===== src/rtl/fb_rect_fill_if.sv =====
// rtl/fb_rect_fill_if.sv - fill-command handshake, vblank and framebuffer write-port bundle
interface fb_rect_fill_if #(
  parameter int ADDR_W = 19
) ();
  logic              cmd_valid;
  logic              cmd_ready;
  logic [9:0]        cmd_x0;
  logic [9:0]        cmd_x1;
  logic [9:0]        cmd_y0;
  logic [9:0]        cmd_y1;
  logic [11:0]       cmd_color;
  logic              cmd_sync;
  logic              vblank;
  logic              we;
  logic [ADDR_W-1:0] waddr;
  logic [15:0]       wdata;
  logic              busy;
  logic              done;

  modport master (
    output cmd_valid, cmd_x0, cmd_x1, cmd_y0, cmd_y1, cmd_color, cmd_sync, vblank,
    input  cmd_ready, we, waddr, wdata, busy, done
  );

  modport slave (
    input  cmd_valid, cmd_x0, cmd_x1, cmd_y0, cmd_y1, cmd_color, cmd_sync, vblank,
    output cmd_ready, we, waddr, wdata, busy, done
  );
endinterface


===== src/rtl/fb_rect_fill.sv =====
// rtl/fb_rect_fill.sv - solid-colour rectangle fill engine, one framebuffer write per clock
module fb_rect_fill #(
  parameter int H_RES  = 640,
  parameter int V_RES  = 480,
  parameter int ADDR_W = 19
) (
  input logic          clk,
  input logic          rstn,
  fb_rect_fill_if.slave bus
);
  typedef enum logic [1:0] {IDLE, WAIT_VB, FILL, DONE} state_t;

  localparam logic [9:0]        X_MAX  = 10'(H_RES - 1);
  localparam logic [9:0]        Y_MAX  = 10'(V_RES - 1);
  localparam logic [ADDR_W-1:0] STRIDE = ADDR_W'(H_RES);

  state_t            state_q, state_d;
  logic [9:0]        x_q, x_d, y_q, y_d;
  logic [9:0]        x0_q, x0_d, x1c_q, x1c_d, y1c_q, y1c_d;
  logic [11:0]       color_q, color_d;
  logic [ADDR_W-1:0] row_base_q, row_base_d;
  logic              cmd_ready_q, cmd_ready_d;
  logic              we_q, we_d;
  logic [ADDR_W-1:0] waddr_q, waddr_d;
  logic [15:0]       wdata_q, wdata_d;
  logic              busy_q, busy_d;
  logic              done_q, done_d;

  logic [9:0] cmd_x1c, cmd_y1c;
  logic       cmd_empty;

  // Start-row base via constant shift-and-add over the set bits of the stride.
  function automatic logic [ADDR_W-1:0] row_of(input logic [9:0] y);
    logic [ADDR_W-1:0] acc;
    acc = '0;
    for (int b = 0; b < ADDR_W; b++)
      if (H_RES[b]) acc = acc + ({{(ADDR_W-10){1'b0}}, y} << b);
    return acc;
  endfunction

  always_comb begin
    cmd_x1c   = (bus.cmd_x1 > X_MAX) ? X_MAX : bus.cmd_x1;
    cmd_y1c   = (bus.cmd_y1 > Y_MAX) ? Y_MAX : bus.cmd_y1;
    cmd_empty = (bus.cmd_x0 > cmd_x1c) || (bus.cmd_y0 > cmd_y1c);
  end

  always_comb begin
    state_d    = state_q;
    x_d        = x_q;
    y_d        = y_q;
    x0_d       = x0_q;
    x1c_d      = x1c_q;
    y1c_d      = y1c_q;
    color_d    = color_q;
    row_base_d = row_base_q;
    case (state_q)
      IDLE: begin
        if (bus.cmd_valid && cmd_ready_q) begin
          x0_d       = bus.cmd_x0;
          x1c_d      = cmd_x1c;
          y1c_d      = cmd_y1c;
          color_d    = bus.cmd_color;
          x_d        = bus.cmd_x0;
          y_d        = bus.cmd_y0;
          row_base_d = cmd_empty ? '0 : row_of(bus.cmd_y0);
          if (cmd_empty)                        state_d = DONE;
          else if (bus.cmd_sync && !bus.vblank) state_d = WAIT_VB;
          else                                  state_d = FILL;
        end
      end
      WAIT_VB: if (bus.vblank) state_d = FILL;
      FILL: begin
        // x_q/y_q name the pixel on the write port this cycle.
        if (x_q == x1c_q && y_q == y1c_q) begin
          state_d = DONE;
        end else if (x_q == x1c_q) begin
          x_d        = x0_q;
          y_d        = y_q + 10'd1;
          row_base_d = row_base_q + STRIDE;
        end else begin
          x_d = x_q + 10'd1;
        end
      end
      DONE:    state_d = IDLE;
      default: state_d = IDLE;
    endcase

    we_d        = (state_d == FILL);
    waddr_d     = we_d ? row_base_d + {{(ADDR_W-10){1'b0}}, x_d} : '0;
    wdata_d     = we_d ? {4'b0000, color_d} : 16'h0000;
    done_d      = (state_d == DONE);
    cmd_ready_d = (state_d == IDLE);
    // Covers the cycle after returning to IDLE so an empty command shows busy for two cycles.
    busy_d      = (state_d != IDLE) || (state_q != IDLE);
  end

  always_ff @(posedge clk or negedge rstn) begin
    if (!rstn) begin
      state_q     <= IDLE;
      x_q         <= '0;
      y_q         <= '0;
      x0_q        <= '0;
      x1c_q       <= '0;
      y1c_q       <= '0;
      color_q     <= '0;
      row_base_q  <= '0;
      cmd_ready_q <= 1'b1;
      we_q        <= 1'b0;
      waddr_q     <= '0;
      wdata_q     <= '0;
      busy_q      <= 1'b0;
      done_q      <= 1'b0;
    end else begin
      state_q     <= state_d;
      x_q         <= x_d;
      y_q         <= y_d;
      x0_q        <= x0_d;
      x1c_q       <= x1c_d;
      y1c_q       <= y1c_d;
      color_q     <= color_d;
      row_base_q  <= row_base_d;
      cmd_ready_q <= cmd_ready_d;
      we_q        <= we_d;
      waddr_q     <= waddr_d;
      wdata_q     <= wdata_d;
      busy_q      <= busy_d;
      done_q      <= done_d;
    end
  end

  assign bus.cmd_ready = cmd_ready_q;
  assign bus.we        = we_q;
  assign bus.waddr     = waddr_q;
  assign bus.wdata     = wdata_q;
  assign bus.busy      = busy_q;
  assign bus.done      = done_q;
endmodule


===== src/flat_wrapper.sv =====
// flat-port wrapper written by rule: the top's interface ports become plain ports
module fb_rect_fill_flat 
#(
  parameter int H_RES  = 640,
  parameter int V_RES  = 480,
  parameter int ADDR_W = 19
)
  (clk, rstn, bus_cmd_valid, bus_cmd_x0, bus_cmd_x1, bus_cmd_y0, bus_cmd_y1, bus_cmd_color, bus_cmd_sync, bus_vblank, bus_cmd_ready, bus_we, bus_waddr, bus_wdata, bus_busy, bus_done);
  fb_rect_fill_if #(.ADDR_W(ADDR_W)) bus_i ();
  input logic clk;
  input logic rstn;
  input wire logic [$bits(bus_i.cmd_valid)-1:0] bus_cmd_valid;
  input wire logic [$bits(bus_i.cmd_x0)-1:0] bus_cmd_x0;
  input wire logic [$bits(bus_i.cmd_x1)-1:0] bus_cmd_x1;
  input wire logic [$bits(bus_i.cmd_y0)-1:0] bus_cmd_y0;
  input wire logic [$bits(bus_i.cmd_y1)-1:0] bus_cmd_y1;
  input wire logic [$bits(bus_i.cmd_color)-1:0] bus_cmd_color;
  input wire logic [$bits(bus_i.cmd_sync)-1:0] bus_cmd_sync;
  input wire logic [$bits(bus_i.vblank)-1:0] bus_vblank;
  output wire logic [$bits(bus_i.cmd_ready)-1:0] bus_cmd_ready;
  output wire logic [$bits(bus_i.we)-1:0] bus_we;
  output wire logic [$bits(bus_i.waddr)-1:0] bus_waddr;
  output wire logic [$bits(bus_i.wdata)-1:0] bus_wdata;
  output wire logic [$bits(bus_i.busy)-1:0] bus_busy;
  output wire logic [$bits(bus_i.done)-1:0] bus_done;
  assign bus_i.cmd_valid = bus_cmd_valid;
  assign bus_i.cmd_x0 = bus_cmd_x0;
  assign bus_i.cmd_x1 = bus_cmd_x1;
  assign bus_i.cmd_y0 = bus_cmd_y0;
  assign bus_i.cmd_y1 = bus_cmd_y1;
  assign bus_i.cmd_color = bus_cmd_color;
  assign bus_i.cmd_sync = bus_cmd_sync;
  assign bus_i.vblank = bus_vblank;
  assign bus_cmd_ready = bus_i.cmd_ready;
  assign bus_we = bus_i.we;
  assign bus_waddr = bus_i.waddr;
  assign bus_wdata = bus_i.wdata;
  assign bus_busy = bus_i.busy;
  assign bus_done = bus_i.done;
  fb_rect_fill #(.H_RES(H_RES), .V_RES(V_RES), .ADDR_W(ADDR_W)) u_core (.clk(clk), .rstn(rstn), .bus(bus_i));
endmodule

===== config.mk =====
export PLATFORM = sky130hd
export DESIGN_NAME = fb_rect_fill_flat
export DESIGN_NICKNAME = d
export VERILOG_FILES = /design/src/rtl/fb_rect_fill_if.sv /design/src/rtl/fb_rect_fill.sv /design/src/flat_wrapper.sv
export SDC_FILE = /design/constraint.sdc
export NUM_CORES = 1
export LEC_CHECK = 0
export ABC_AREA = 1
export CORE_MARGIN = 4
export CORE_UTILIZATION = 51
export DETAILED_ROUTE_END_ITERATION = 6
export HOLD_SLACK_MARGIN = 0.15
export PLACE_DENSITY = 0.78
export SYNTH_ARGS = -nofsm -noshare
export SYNTH_HDL_FRONTEND = slang
export SYNTH_SLANG_ARGS = --single-unit

===== constraint.sdc =====
create_clock -name clk -period 3.3 [get_ports clk]
set_input_delay 0.495 -clock clk [delete_from_list [all_inputs] [get_ports clk]]
set_output_delay 0.495 -clock clk [all_outputs]
set_load 0.02 [all_outputs]

# == Yosys cells after proc, flatten, opt, wreduce, memory -nomap -nowiden ==
# Cells that the tools add are included.
# totals
ff_bits,122
input_bits,57
output_inout_bits,39
# classes
n_addsub,5
magnitude_cmp,4
n_eq_ne,10
muxes,27
reduce_logical,13
# ops
op,n
$mux 19,7
$mux 10,8
$pmux 10 s2,2
$pmux 19 s2,1
$mux 12,3
$add 10x1->10 const B,2
$eq 10x10->1,2
$gt 10x10->1,2
$add 19x10->19,1
$add 19x10->19 const B,1
$add 19x19->19,1
$gt 10x10->1 const B,1
$gt 10x9->1 const B,1
$mux 2,5
$eq 2x2->1 const B,4
$pmux 2 s4,1
$reduce_bool 2->1,3
$logic_not 2->1,2
$ne 2x1->1 const B,2
$reduce_and 4->1,1
$logic_and 1x1->1,3
$eq 2x1->1 const B,1
$logic_or 1x1->1,2
$ne 2x2->1 const B,1
2 further kinds,2

# == Longest topological paths before layout ==
# logic_depth
ltp_word,9
mapped_depth,29
depth_no_buf,29

# == Worst setup path before layout ==
# No wires, ideal clock.
# synth_timing
path_type,flip-flop to flip-flop
from,"reg u_core.cmd_ready_q, in the netlist u_core.bus.cmd_ready"
to,"reg u_core.waddr_q[16], in the netlist u_core.bus.waddr[16]"
setup_ns,0.120
t_arrival_ns,3.609
setup_slack_ns,-0.429
stages_incl_launch_ff,21
n_path_buf,3
period_less_slack_ns,3.729
cell_sequence,dfstp_2 nand2_1 nor3_1 clkbuf_1 clkbuf_1 buf_1 nor2_1 ha_1 fa_1 nand2_1 inv_1 a21oi_1 o21ai_0 nand2_1 nand2_1 a21oi_1 o21ai_0 nand3_1 nor2_1 nor2_1 nor2_1
# synth_via
elab_chain_cells,5
# synth_rtl
item,line,rtl
"start, declared",fb_rect_fill.sv:22,"logic cmd_ready_q, cmd_ready_d;"
"start signal, assigned",fb_rect_fill.sv:122,cmd_ready_q <= cmd_ready_d;
$logic_and 1x1->1,fb_rect_fill.sv:58,if (bus.cmd_valid && cmd_ready_q) begin
$mux 19,fb_rect_fill.sv:58,
$pmux 19 s2,fb_rect_fill.sv:56,case (state_q)
via u_core.row_base_d[0],fb_rect_fill.sv:21,"logic [ADDR_W-1:0] row_base_q, row_base_d;"
$add 19x10->19,fb_rect_fill.sv:89,"waddr_d = we_d ? row_base_d + {{(ADDR_W-10){1'b0}}, x_d} : '0;"
$mux 19,fb_rect_fill.sv:89,
via u_core.waddr_d[16],fb_rect_fill.sv:24,"logic [ADDR_W-1:0] waddr_q, waddr_d;"
"end signal, assigned",fb_rect_fill.sv:124,waddr_q <= waddr_d;
"end, declared",fb_rect_fill.sv:24,
# The timed path passes the listed nets, and every way through them passes these cells.
# A chain may end at the register's enable or synchronous reset.

# == Final worst setup path ==
# layout_timing
from,reg u_core.x_q[3]
to,"reg u_core.waddr_q[18], in the netlist u_core.bus.waddr[18]"
# layout_via
elab_chain_cells,6
# layout_rtl
item,line,rtl
"start, declared",fb_rect_fill.sv:18,"logic [9:0] x_q, x_d, y_q, y_d;"
"start signal, assigned",fb_rect_fill.sv:100,x_q <= '0;
"start signal, assigned",fb_rect_fill.sv:115,x_q <= x_d;
$add 10x1->10 or $eq 10x10->1 (tied branches),"fb_rect_fill.sv:81, fb_rect_fill.sv:74, fb_rect_fill.sv:76",
$mux 10 or $logic_and 1x1->1 (tied branches),"fb_rect_fill.sv:76, fb_rect_fill.sv:74",
$mux 10,fb_rect_fill.sv:74,if (x_q == x1c_q && y_q == y1c_q) begin
$pmux 10 s2 (*),fb_rect_fill.sv:56,
via u_core.x_d[3],fb_rect_fill.sv:18,
$add 19x10->19 (*),fb_rect_fill.sv:89,
$mux 19 (*),fb_rect_fill.sv:89,
via u_core.waddr_d[18],fb_rect_fill.sv:24,
# The timed path passes the listed nets; every way through them passes the cells marked *.

==> results.cfg <==
[run_status]
status = finished, violations left
violations = setup timing

[power_and_ir_drop]
peakVddDrop_uv = 854.6
p_leak_nw = 5.518
power.density_nw_per_um2 = 987.2

[timing]
drv_slew = 0
rsz0062_at_grt = yes
timing.hold.ws_ns = 0.3567
slew_headroom_pct = 53.49
fmax_mhz = 256.5
fin_crit_sh_pct = 118.1
skew_ns = 0.01718
setup_violations = 15
setup_ws_ns = -0.5985
fin_crit_ns = 3.899
worstMarginPinSlew_ns = 0.6976
hold_violations = 0

[place]
portBuffers = 91
post-dp-hpwl_um = 16010
dp_slack_ns = -0.8348
gp_congestion = 0.9802

[routing]
wire_per_inst_um = 18.55
vias_per_cell = 5.809
vias = 8603
postRouteAntennaNets = 0
dr.pass1.iters = 7
routed_wl_um = 27470
drc = 0
initialDrtViolationCount = 1022

[logic_synthesis]
ys_warn_count = 0
synth_cell_types = 45
ys_ff_latch = 118
synth_edf_count = 0
synth_area_leaders = dfrtp_1 40%, nand2_1 13%, ha_1 6.9%, inv_1 6.2%, nor2_1 5.9%
seq_area_frac_synth_pct = 39.87
post_synth.cell_area_avg_um2 = 7.380
netlist_instances = 1004
ys.flop_type = dfrtp_1
synth_top_area_share_pct = 39.51
async_flop_share_pct = 100.0
synth_top_area_cell = dfrtp_1
syn_area_um2 = 7410

[die]
dieArea_um2 = 16520
initial_core_util_pct = 52.77
fp.dieH_um = 128.5
num_rows = 43
coreArea_um2 = 14040
pin_count = 96
die-width_um = 128.5

[global_routing]
gr-total-overflow = 0
busiest_layer = met2
grtUsageMet3_pct = 7.347
grt_pass1_wl_um = 38690
grt_usage_pct = 29.37
grt_pass1_vias = 8321
grt_util_met2_pct = 51.67
grt_use_met1_pct = 32.82
grt_max_degree = 51
antenna_found_initial = 0

[final_layout]
n_antenna_cell = 0
drive_above_1_share_pct = 29.75
fin_util_pct = 80.02
finalNetCount = 1389
syn_to_final_growth_pct = 51.65
fill_cells = 818

[setup_path]
setup.worst_path.end_class = flop
required_ns = 3.61
worstSetupStartpointType = flop
arrival_ns = 4.21
criticalPathCategory = reg2reg
worstPathMaxFanout = 5

[clocking]
htreeDepth = 4
numClockSinks = 118
clkTransAtPathRegs_ns = 0.06
clock_tree.buffer_depth = 2
cts_buffers = 17
root_buffer = clkbuf_16
worstSkewPairLatency_ns = 0.43
tritoncts = done

[hold_path]
holdCritPathClass = in2reg

[flow_run]
maxCapViolCount = 0
-- power breakdown --
part | leakage, nW | total (W) | internal, W | switching [W]
clock network | 0.293 | 0.00195 | 0.00126 | 0.000696
logic | 3.77 | 0.00660 | 0.00292 | 0.00368
registers | 1.45 | 0.00254 | 0.00213 | 0.000413
total | 5.52 | 0.0111 | 0.00630 | 0.00479
-- layout make-up --
class / instances / area (um2) / share of cell area [%]
tap: 180 / 225.2 / 2.004
sequential: 118 / 2954 / 26.29
timing repair buffer: 293 / 2467 / 21.96
clock buffer: 19 / 432.9 / 3.853
inverter: 132 / 504.2 / 4.487
multi-input combinational: 727 / 4473 / 39.81
clock inverter: 12 / 180.2 / 1.603
-- cells in the mapped netlist (5+ instances only) --
cell / number
clkbuf_1: 19
nand3_1: 53
xor2_1: 23
nor3_1: 11
a21oi_1: 53
a22oi_1: 5
buf_4: 5
inv_2: 7
o22ai_1: 6
nand4_1: 8
nand2_1: 247
o211ai_1: 8
dfrtp_1: 117
o21ai_0: 83
inv_1: 123
o21bai_1: 6
ha_1: 41
nor2_2: 5
or2_2: 17
nor2_1: 116
-- registers in the layout (all words and copies together), names as in the netlist --
signal and count:
u_core.bus.busy 1, u_core.bus.cmd_ready 1, u_core.bus.done 1, u_core.bus.waddr 19, u_core.bus.wdata 12, u_core.bus.we 1, u_core.color_q 12, u_core.row_base_q 19
u_core.state_q 2, u_core.x0_q 10, u_core.x1c_q 10, u_core.x_q 10, u_core.y1c_q 10, u_core.y_q 10
-- stage by stage --
step | TNS [ns] | total power, W | instances | area, um2
finish | -5.232 | 0.01109 | 1481 | 11240
floorplan | -0.01846 | 0.005236 | 1007 | 7541
global route | -6.778 | 0.01163 | 1481 | 11240
detailed placement | -8.265 | 0.007493 | 1416 | 9816
global placement | -5.982 | 0.007308 | 1416 | 9816
CTS | -0.8362 | 0.009953 | 1466 | 10840
-- path summary, 6_finish.rpt --
check | from | endpoint | slack (ns) | cells after the start
worst min-delay path | bus_cmd_x1[9] | u_core.x1c_q[9] | 0.36 | 3
max in group asynchronous | rstn | u_core.bus.cmd_ready | 1.73 | 3
worst max register to register | u_core.x_q[3] | u_core.bus.waddr[18] | -0.60 | 27
min in group asynchronous | rstn | u_core.y1c_q[5] | 0.64 | 2
worst max-delay path | u_core.x_q[3] | u_core.bus.waddr[18] | -0.60 | 27
worst min register to register | u_core.y1c_q[7] | u_core.y1c_q[7] | 0.51 | 2
-- critical path, stage by stage (launching register included) --
cell and delay [ns]:
dfrtp_1 0.39, inv_2 0.06, nand2_1 0.08, nand2_1 0.07, nor2_2 0.26, nand3_4 0.15
nor2_4 0.18, buf_4 0.16, buf_4 0.15, a21oi_1 0.07, a21oi_2 0.13, o211ai_1 0.12
a22oi_1 0.23, buf_4 0.18, ha_4 0.17, nand2_1 0.07, nand2_2 0.09, a21oi_4 0.05
o21ai_2 0.16, nand2_1 0.12, nand2_1 0.09, a21oi_2 0.06, o21ai_2 0.21, nand3_2 0.15
nor2_4 0.16, nand3_2 0.07, nand2_1 0.08, nor2_1 0.05
-- cells by family (layout without fill, tap and decap cells) --
family                   Yosys count  count (layout)  synth area share, %
AND/OR/NAND/NOR                  467             467                26.39
XOR/XNOR                          27              27                3.191
AO/OA/AOI/OAI                    185             185                14.35
buffers and inverters            162             456                8.629
flip-flops                       118             118                39.87
other                              2               5               0.1014
adder cells (fa/ha/maj)           43              43                7.464
-- routing by layer --
metal,up-vias,part of all wire [%]
met5,-,0
met4,0,8.1
met3,228,9.3
met2,612,48
met1,3949,35
li1,3814,-
-- timing repair --
action                                  CTS  global route
pin swaps                                59            44
hold endpoints to repair                 47             0
gates resized for setup                  84            66
hold buffers                              1             0
endpoints found under the setup margin   12            14
cloned                                    0             0
setup buffers                            18            17
-- placed cells by master, fill, tap and decap left out, types with 6 or more instances in the layout --
master / count
nand2_2: 12
nor2_1: 87
inv_2: 14
nand2_1: 235
nor2_2: 23
clkbuf_16: 17
o21bai_1: 6
buf_4: 194
clkdlybuf4s50_1: 82
xor2_1: 21
inv_1: 113
o211ai_1: 8
ha_1: 29
nor3_1: 8
a21oi_1: 36
a21oi_2: 14
nand4_1: 8
o21ai_0: 70
or2_2: 15
dfrtp_1: 117
ha_4: 11
nand3_2: 8
nand3_1: 46
o21ai_1: 8
nor2_4: 13
Note: power is estimated with default switching activity, not from simulation.
